File: src/rtl/trivium_ctrl_pkg.sv
// Shared types and constants for the Trivium sequencer: core mode encoding,
// controller FSM state codes and the setup-round count.
package trivium_ctrl_pkg;

  localparam int IV_WIDTH          = 80;
  localparam int TRIV_SETUP_CYCLES = 1152;

  // Mode input of the 8-bit Trivium core.
  typedef enum logic [1:0] {
    TRIV_IDLE  = 2'd0,
    TRIV_SETUP = 2'd1,
    TRIV_GEN   = 2'd2
  } trivium_state_t;

  typedef logic [2:0] trivium_ctrl_state_t;

  localparam trivium_ctrl_state_t ST_IDLE  = 3'd0;
  localparam trivium_ctrl_state_t ST_LOAD  = 3'd1;
  localparam trivium_ctrl_state_t ST_SETUP = 3'd2;
  localparam trivium_ctrl_state_t ST_GEN   = 3'd3;
  localparam trivium_ctrl_state_t ST_DRAIN = 3'd4;

  // The core sees IDLE while loading, and keeps GEN (stalled) while draining
  // so its keystream position is preserved.
  function automatic trivium_state_t core_mode(input trivium_ctrl_state_t st);
    case (st)
      ST_SETUP:         return TRIV_SETUP;
      ST_GEN, ST_DRAIN: return TRIV_GEN;
      default:          return TRIV_IDLE;
    endcase
  endfunction

endpackage

File: src/rtl/byte_fifo.sv
// Synchronous byte FIFO with push/pop and count/empty/full status.
// Pointers wrap modulo DEPTH; a pop on empty is ignored.
module byte_fifo #(
  parameter int DEPTH = 8
) (
  input  logic                     clk,
  input  logic                     rst,
  input  logic                     push,
  input  logic [7:0]               push_data,
  input  logic                     pop,
  output logic [7:0]               pop_data,
  output logic [$clog2(DEPTH):0]   count,
  output logic                     empty,
  output logic                     full
);

  localparam int AW = $clog2(DEPTH);

  logic [7:0]    mem [DEPTH];
  logic [AW-1:0] wr_ptr;
  logic [AW-1:0] rd_ptr;
  logic          do_push;
  logic          do_pop;

  assign empty   = (count == '0);
  assign full    = (count == (AW+1)'(DEPTH));
  assign do_pop  = pop && !empty;
  assign do_push = push && (!full || do_pop);

  // NOTE: storage is not reset; pointers and count define validity, and the
  // read port is forced to zero while empty so no stale byte is ever visible.
  always_ff @(posedge clk) begin
    if (do_push) mem[wr_ptr] <= push_data;
  end

  // NOTE: non-blocking assignments throughout so every register samples
  // pre-edge values regardless of statement order.
  always_ff @(posedge clk) begin
    if (rst) begin
      wr_ptr <= '0;
      rd_ptr <= '0;
      count  <= '0;
    end else begin
      if (do_push) wr_ptr <= wr_ptr + 1'b1;
      if (do_pop)  rd_ptr <= rd_ptr + 1'b1;
      case ({do_push, do_pop})
        2'b10:   count <= count + 1'b1;
        2'b01:   count <= count - 1'b1;
        default: count <= count;
      endcase
    end
  end

  assign pop_data = empty ? 8'h00 : mem[rd_ptr];

endmodule

File: src/rtl/trivium_ctrl.sv
// Sequencer and byte collector for the 8-bit Trivium core: load, setup,
// flow-controlled generation into a FIFO, and valid/ready hand-off.
module trivium_ctrl
  import trivium_ctrl_pkg::*;
#(
  parameter int FIFO_DEPTH   = 8,
  parameter int SETUP_CYCLES = TRIV_SETUP_CYCLES
) (
  input  logic                clk,
  input  logic                rst,
  input  logic                start,
  input  logic [IV_WIDTH-1:0] key_in,
  input  logic [IV_WIDTH-1:0] iv_in,
  input  logic [15:0]         req_bytes,
  output logic                busy,
  output logic                done,
  output logic [IV_WIDTH-1:0] triv_key,
  output logic [IV_WIDTH-1:0] triv_iv,
  output trivium_state_t      triv_state,
  output logic                triv_stall,
  input  logic [7:0]          triv_byte,
  output logic [7:0]          out_data,
  output logic                out_valid,
  input  logic                out_ready
);

  localparam int CW = $clog2(FIFO_DEPTH) + 1;
  localparam logic [10:0] SETUP_LAST = 11'(SETUP_CYCLES - 1);

  trivium_ctrl_state_t state;
  trivium_ctrl_state_t state_nxt;

  logic [IV_WIDTH-1:0] key_q;
  logic [IV_WIDTH-1:0] iv_q;
  logic [15:0]         req_q;
  logic [15:0]         issued;
  logic [10:0]         setup_cnt;
  logic                inflight;
  logic                issue;
  logic                pop;
  logic                job_done;
  logic                accept;
  logic [CW-1:0]       fifo_count;
  logic [CW:0]         occupancy;
  logic                fifo_empty;
  logic                fifo_full;

  // The byte issued last cycle is already committed, so it counts toward
  // occupancy; this is what makes FIFO overflow impossible.
  assign occupancy = {1'b0, fifo_count} + (CW+1)'(inflight);
  assign issue     = (state == ST_GEN) && (issued < req_q)
                  && (occupancy < (CW+1)'(FIFO_DEPTH));
  assign accept    = (state == ST_IDLE) && start && (req_bytes != 16'd0);
  assign job_done  = (state == ST_DRAIN) && !inflight && fifo_empty;
  assign out_valid = !fifo_empty;
  assign pop       = out_valid && out_ready;

  // NOTE: default assignment first so every path drives state_nxt and no
  // latch is inferred.
  always_comb begin
    state_nxt = state;
    case (state)
      ST_IDLE:  if (accept) state_nxt = ST_LOAD;
      ST_LOAD:  state_nxt = ST_SETUP;
      ST_SETUP: if (setup_cnt == SETUP_LAST) state_nxt = ST_GEN;
      ST_GEN:   if (issue && (issued == req_q - 16'd1)) state_nxt = ST_DRAIN;
      ST_DRAIN: if (job_done) state_nxt = ST_IDLE;
      default:  state_nxt = ST_IDLE;
    endcase
  end

  always_ff @(posedge clk) begin
    if (rst) begin
      state     <= ST_IDLE;
      key_q     <= '0;
      iv_q      <= '0;
      req_q     <= '0;
      issued    <= '0;
      setup_cnt <= '0;
      inflight  <= 1'b0;
    end else begin
      state    <= state_nxt;
      inflight <= issue;
      case (state)
        ST_IDLE: begin
          if (accept) begin
            key_q  <= key_in;
            iv_q   <= iv_in;
            req_q  <= req_bytes;
            issued <= '0;
          end
        end
        ST_LOAD:  setup_cnt <= '0;
        ST_SETUP: setup_cnt <= setup_cnt + 11'd1;
        ST_GEN:   if (issue) issued <= issued + 16'd1;
        ST_DRAIN: begin
          if (job_done) begin
            key_q  <= '0;
            iv_q   <= '0;
            req_q  <= '0;
            issued <= '0;
          end
        end
        default: ;
      endcase
    end
  end

  assign busy       = (state != ST_IDLE);
  assign done       = job_done;
  assign triv_key   = key_q;
  assign triv_iv    = iv_q;
  assign triv_state = core_mode(state);
  assign triv_stall = ((state == ST_GEN) && !issue) || (state == ST_DRAIN);

  // The core's byte is valid exactly one cycle after its issue cycle.
  byte_fifo #(
    .DEPTH (FIFO_DEPTH)
  ) u_fifo (
    .clk       (clk),
    .rst       (rst),
    .push      (inflight),
    .push_data (triv_byte),
    .pop       (pop),
    .pop_data  (out_data),
    .count     (fifo_count),
    .empty     (fifo_empty),
    .full      (fifo_full)
  );

  a_no_overflow : assert property (@(posedge clk) disable iff (rst)
    !(inflight && fifo_full && !pop));

endmodule
File: config.mk
export PLATFORM = sky130hd
export DESIGN_NAME = trivium_ctrl
export DESIGN_NICKNAME = d
export VERILOG_FILES = /design/src/rtl/trivium_ctrl_pkg.sv /design/src/rtl/byte_fifo.sv /design/src/rtl/trivium_ctrl.sv
export SDC_FILE = /design/constraint.sdc
export NUM_CORES = 1
export LEC_CHECK = 0
export ABC_AREA = 1
export CAP_MARGIN = 10
export CELL_PAD_IN_SITES_DETAIL_PLACEMENT = 0
export CELL_PAD_IN_SITES_GLOBAL_PLACEMENT = 2
export CORE_ASPECT_RATIO = 0.6
export CORE_MARGIN = 2
export CORE_UTILIZATION = 29
export DETAILED_ROUTE_END_ITERATION = 8
export PLACE_DENSITY = 0.86
export SLEW_MARGIN = 20
export SYNTH_ARGS = -nofsm -noshare
export SYNTH_HDL_FRONTEND = slang
export SYNTH_SLANG_ARGS = --single-unit
File: constraint.sdc
create_clock -name clk -period 5.2 [get_ports clk]
set_input_delay 1.56 -clock clk [delete_from_list [all_inputs] [get_ports clk]]
set_output_delay 1.56 -clock clk [all_outputs]
set_load 0.02 [all_outputs]
[Yosys cells after proc, flatten, opt, wreduce, memory -nomap -nowiden]
Memories as Yosys holds them, arrays and structs flattened. A register that Yosys moved wholly into a read port is not among the register bits.
Cells that the tools add are included.
Word-level totals
  memories kept: 1
  bits in read-only memories: 0
  RAM bits: 64
  input bits: 188
  latch bits: 0
  bits in registers: 217
Memory list
  u_fifo.mem: words 8, bits a word 8, rd ports 1, clocked after Yosys merged registers in 1, wr ports 1, line byte_fifo.sv:19  | logic [7:0] mem [DEPTH];
Cells by class
  reduce and logical (&&, ||, !) cells: 29
  $add $sub $neg: 8
  equality and inequality tests: 14
  mux-type cells: 24
  divide/modulo/power cells: 0
  shift operators: 0
  multipliers: 0
  bitwise gates (word level): 0
  $lt $le $gt $ge: 2
Operators with widths (count)
  case mux 80 bit (2 select lines): 2
  two-way mux 80 bit: 3
  two-way mux 16 bit: 4
  case mux 16 bit (3 select lines): 1
  case mux 16 bit (2 select lines): 1
  case mux 11 bit (2 select lines): 1
  two-way mux 3 bit: 6
  adder 16 x 1 -> 16 bit (second input constant): 1
  equality test 16 bit: 1
  less-than comparator 16 bit: 1
  nonzero test 16 bit: 1
  subtractor 16 x 1 -> 16 bit (second input constant): 1
  case mux 3 bit (5 select lines): 1
  adder 11 x 1 -> 11 bit (second input constant): 1
  equality test 11 bit (second input constant): 1
  logical AND 1 bit: 11
  two-way mux 8 bit: 1
  inequality test 2 bit (second input constant): 4
  case mux 4 bit (2 select lines): 1
  AND reduction 4 bit: 2
  adder 3 x 1 -> 3 bit (second input constant): 2
  equality test 3 x 2 -> 1 bit (second input constant): 2
  nonzero test 2 bit: 3
  nonzero test 3 bit: 2
  18 further kinds: 23

[Depth between registers and ports, before layout]
  depth in word-level cells: 8
  gate-level depth with buffers: 15
  depth with buffers taken out: 15

[By module]
A second synthesis with hierarchy kept.
Second synthesis, totals
  cell total of the unflattened synthesis: 1520
  area total of the unflattened synthesis: 12369.4 µm²
By module, submodules not included
  trivium_ctrl: instances 1, area an instance 9147.5 µm², seq. area each 4144.0 µm², cells an instance 1235
  byte_fifo: instances 1, area an instance 3221.8 µm², seq. area each 2182.1 µm², cells an instance 285

[Least setup slack after synthesis]
No wires, ideal clock.
  kind: input to register
  start point: in out_ready
  end point: reg u_fifo.count[3]
  buffers on the path: 0
  path slack: 1845 ps
  data arrival time: 3236 ps
  library setup time: 119 ps
  cell stages on the path: 11
  cell sequence: o31ai_1 ha_1 ha_1 nand2_1 nor2_1 a211oi_1 nor2_1 nor2_1 nand2_1 o21ai_0 a21oi_1
On the way
  longest elaborated chain between the ends: 6
  elaborated cells between the ends (all ways): 8
  classes of those cells: eq/ne: 2; mux: 1; reduce/logical: 5
Ends and longest elaborated chain
  from (decl): line trivium_ctrl.sv:24  | input logic out_ready
  logical AND 1 bit (*): line trivium_ctrl.sv:56  | assign pop = out_valid && out_ready;
  logical AND 1 bit (*): line byte_fifo.sv:27  | assign do_pop = pop && !empty;
  logical OR 1 bit: line byte_fifo.sv:28  | assign do_push = push && (!full || do_pop);
  logical AND 1 bit: line byte_fifo.sv:28
  equality test 2 x 1 -> 1 bit or equality test 2 bit (tied branches): line byte_fifo.sv:46  | case ({do_push, do_pop})
  case mux 4 bit (2 select lines) or nonzero test 2 bit (tied branches)
  to (signal assigned): line byte_fifo.sv:47  | 2'b10: count <= count + 1'b1;
  to (signal assigned): line byte_fifo.sv:48  | 2'b01: count <= count - 1'b1;
  to (signal assigned): line byte_fifo.sv:49  | default: count <= count;
  to (decl): line byte_fifo.sv:12  | output logic [$clog2(DEPTH):0] count,
Mark *: on every way between the ends. The rest lies on a longest branch, timed or not.
A chain may end at the register's enable or synchronous reset.

[Worst setup path after layout]
  start point: reg req_q[3]
  end point: out triv_stall
On the way
  longest elaborated chain between the ends: 6
Ends and longest elaborated chain
  from (decl): line trivium_ctrl.sv:35  | logic [15:0] req_q;
  from (signal assigned): line trivium_ctrl.sv:89  | req_q <= req_bytes;
  less-than comparator 16 bit: line trivium_ctrl.sv:51  | assign issue = (state == ST_GEN) && (issued < req_q)
  logical AND 1 bit: line trivium_ctrl.sv:51
  logical AND 1 bit: line trivium_ctrl.sv:52  | && (occupancy < (CW+1)'(FIFO_DEPTH));
  logical NOT 1 bit: line trivium_ctrl.sv:114  | assign triv_stall = ((state == ST_GEN) && !issue) || (state == ST_DRAIN);
  logical AND 1 bit: line trivium_ctrl.sv:114
  logical OR 1 bit: line trivium_ctrl.sv:114
  to (decl): line trivium_ctrl.sv:20  | output logic triv_stall,
Every way passes these cells.

==> reports/summary.md <==
At the pin with the least slew margin, the transition time is 0.997 ns. The post-synthesis sequential element count is 284. The post-synthesis sequential area ratio was 50.2%.

In the post-synthesis netlist, the biggest area contributors are sky130_fd_sc_hd__dfxtp_1 35%, sky130_fd_sc_hd__edfxtp_1 15%, sky130_fd_sc_hd__nand3_1 15%. The startpoint identified for the worst register-to-register timing path is state[0]$_SDFFE_PP0P_. After global routing, the most crowded layer is met2. The finished cells cover 0.0175 mm^2. Number of global-route vias before repair: 11300. The setup path with the least slack is of type reg2out.

The critical path goes through inv_1 -> ha_1 -> nand2_1 -> inv_1 -> nand2_1 -> nand2_1 -> nand2_1 -> nand2_1 -> nand2_1 -> nand4_2 -> nand2_2 -> nand2_1 -> clkdlybuf4s50_1. The count of buffers from port buffering was 361. The Yosys step of the flow raised 0 warnings. The tools report the fmax as 217 MHz. For this run, the detailed router's first-pass iteration total came to 5.

CTS saw 284 sinks. The endpoint class of the critical path was an output pin. The worst hold path begins at u_fifo.rd_ptr[2]$_SDFFE_PP0P_. The worst setup path is launched from a register. The max-slew violation count is 0, and the smallest hold slack is 0.464 ns. For the worst-skew pair, the clock arrives at the later sink with an insertion delay of 0.56 ns.

The placed wire-length estimate was 29400 um; the cell depth of the worst flop-to-flop path was 8. The first global-routing pass estimated 66700 um of wire. At the worst endpoint, the required time is 3.64 ns. The number of nets in the layout is 2044. The worst-case IR drop observed on VDD is 271 uV. The post-layout utilization of the core was 40.6%. In this run the remaining antenna-violating nets after routing total 0. The register-to-register path setup slack came out at 2.48 ns. The dominant synthesized flop cell is sky130_fd_sc_hd__dfxtp_1. The run gives 3.05 ns as the signal arrival time at the worst endpoint. Setup repair after global routing left no endpoint under its margin.

The top cell type by area accounts for 35.0% of the synthesized area. The average cell area after synthesis came out at 8.14 um^2. The hold violation count in the final report is 0, and the post-route worst setup slack is 0.586 ns.

Between clock sinks in the finished design, the worst skew comes to 0.0118 ns. In this run the horizontal extent of the chip is 273 um. TritonCTS built the clock tree. The cell count after synthesis came out at 1548.

In the synthesized netlist the async set-or-reset flop fraction comes to 0%. The tools report the worst slack at placement as 1.04 ns. The fill cell total of the finished layout came out at 4337.

The overall power of the completed layout is 7.85 mW. The run gives 0.855 as the weighted congestion reported at the end of routability-driven placement. Counting instances, the worst hold path has a depth of 2.

Kind of path behind the tightest hold check: reg2reg. Counting stages on the worst path, the most repeated cell is sky130_fd_sc_hd__nand2_1. Across the run, the number of max-cap violations was 0.

Total routed wirelength: 43700 um. The number of hold buffers added after CTS was 0. The tools report the number of primary I/O pins as 362. The slowest stage of the critical path is the sky130_fd_sc_hd__clkdlybuf4s50_1 cell.

For the tightest slew margin relative to the limit, the log shows 33.5%. Static leakage power: 6.24 nW. The core region is 0.0431 mm^2.

The number of DRC violations after detailed routing was 0; the number of failing setup endpoints in the final timing report was 0. The number of unique standard cell types used by synthesis came out at 45. After layout, the minimum clock period comes to 4.61 ns. After detailed routing, the average wire length per cell comes to 18.0 um. The setup TNS is 0 ns, and the number of enable-type register cells in the synthesized netlist is 64. The chip height was 165 um.

Dividing the detail-routed via count by the number of cells gives 4.94. The fraction of layout instances using a drive strength above 1 was 4.37%; the cell area after placement was 0.0166 mm^2. The die covers 0.0452 mm^2.

Once the floorplan was initialized, standard cells occupied 29.2% of the core. Row generation in the floorplan step produced 59 rows. Entering global routing, the biggest net connects 121 pins. The met1 layer usage reported by global route is 25.9%, and the clock slew at the register clock pins of the worst setup and hold paths is 0.06 ns. In the global route stage, met3 resource usage came out at 5.96%. The run gives 3 as the deepest clock path buffer count. The tools report the buffer cell driving the clock tree root as sky130_fd_sc_hd__clkbuf_16. The maximum level of the CTS H-tree is 1, and the power per standard cell area is 448 mW/mm^2. From synthesis to final layout, the design area changed by 39.1%. After layout, the worst path uses 88.7% of the clock period. The logs give 30 for the total clock buffers created by CTS and 18.6% for the global-route usage over all layers. The worst hold endpoint is u_fifo.rd_ptr[2]$_SDFFE_PP0P_.

The capture point of the worst reg-to-reg path is issued[0]$_SDFFE_PP0P_. The cell accounting for the most synthesized area is sky130_fd_sc_hd__dfxtp_1. The number of nets handed over by synthesis was 1761.

The global-route met2 utilization came out at 28.2%. The number of setup buffers added after CTS is 0. The final route contains 12000 vias.

After synthesis the cells add up to 0.0126 mm^2. Along the worst path, the maximum fanout reaches 17. The number of antenna violations at the first check in global routing is 4. Once placement completed, the tool counted placed cells totaling 2378.

The total overflow left after global routing is 0. For this run, the slowest stage of the critical path takes 0.60 ns. The violation count after the first detailed-route iteration is 899.

The post-route non-filler standard cell count was 2432; the total of cells resized after clock tree synthesis was 0. The flow ran to the end, and the final reports show no timing, DRC or antenna violations.
-- flip-flops by register name, summed over array words and instances (netlist names), named ones only --
signal and cells:
inflight 1, issued 16, req_q 16, setup_cnt 11, state 3, triv_iv 80
triv_key 80, u_fifo.count 4, u_fifo.mem 64, u_fifo.rd_ptr 3, u_fifo.wr_ptr 3
-- critical path: cells and delay by family (launching register included) --
kind                     cells  cell delay (ns)
adder cells (fa/ha/maj)      1             0.33
buffers and inverters        3             0.77
AND/OR/NAND/NOR              9             1.00
flip-flops                   1             0.39
-- area by class of cell --
class / instances / area, um^2 / area share, %
flip-flops and latches: 284 / 6330 / 36.1
multi-input cells: 1066 / 5490 / 31.3
repair buffers: 371 / 3730 / 21.3
clock buffers: 38 / 822 / 4.69
well taps: 579 / 724 / 4.14
inverters: 78 / 298 / 1.70
clock inverters: 15 / 128 / 0.729
diodes: 1 / 2.50 / 0.0143
-- Yosys cell counts, drive strengths merged, types with 16 or more instances --
cell    instances
nand4          20
edfxtp         64
dfxtp         220
nand3         383
nand2         144
ha             24
a21oi         218
nor2          149
inv            77
xor2           16
buf            40
clkbuf         80
o21ai          53
-- how the worst max path moves through the flow --
| stage | cells after the start | slack (ns) | endpoint | start |
|---|---|---|---|---|
| CTS | 13 | 0.57 | triv_stall | req_q[3]$_SDFFE_PP0P_ |
| finish | 13 | 0.59 | triv_stall | req_q[3]$_SDFFE_PP0P_ |
| detailed placement | 10 | 1.04 | state[1]$_SDFFE_PP0P_ | start |
| global placement | 8 | 1.07 | issued[0]$_SDFFE_PP0P_ | start |
| global route | 13 | 0.33 | triv_stall | req_q[3]$_SDFFE_PP0P_ |
| floorplan | 11 | 1.85 | u_fifo.count[3]$_SDFFE_PP0P_ | out_ready |
-- power breakdown --
part | internal, mW | switching, mW
Sequential | 2.53 | 0.195
Combinational | 1.14 | 1.87
Clock | 1.17 | 0.944
Total | 4.84 | 3.00
-- cell families after synthesis --
| kind of cell | Yosys count | synth area share, % |
|---|---|---|
| AOI/OAI and AO/OA | 303 | 12.6 |
| buffers and inverters | 198 | 6.43 |
| and+or+nand+nor | 714 | 26.5 |
| DFF | 284 | 50.2 |
| adders and majority gates | 25 | 2.54 |
| xor gates and xnor gates | 24 | 1.67 |
-- layout by cell type (no fill, tap or decap), types with 16 or more instances in the layout --
cell,n
sky130_fd_sc_hd__clkdlybuf4s50_1,360
sky130_fd_sc_hd__edfxtp_1,64
sky130_fd_sc_hd__clkbuf_16,31
sky130_fd_sc_hd__nor2_1,146
sky130_fd_sc_hd__nand2_1,139
sky130_fd_sc_hd__nand4_1,19
sky130_fd_sc_hd__nand3_1,379
sky130_fd_sc_hd__inv_1,72
sky130_fd_sc_hd__ha_1,24
sky130_fd_sc_hd__xor2_1,16
sky130_fd_sc_hd__o21ai_0,53
sky130_fd_sc_hd__a21oi_1,217
sky130_fd_sc_hd__dfxtp_1,220
-- metal layers --
layer | share of wire [%] | up-vias
met2 | 43 | 318
met4 | 1.9 | 4
li1 | - | 5949
met3 | 7.8 | 55
met5 | 0.066 | -
met1 | 47 | 5700
No activity file was read; power rests on OpenSTA's default activity.
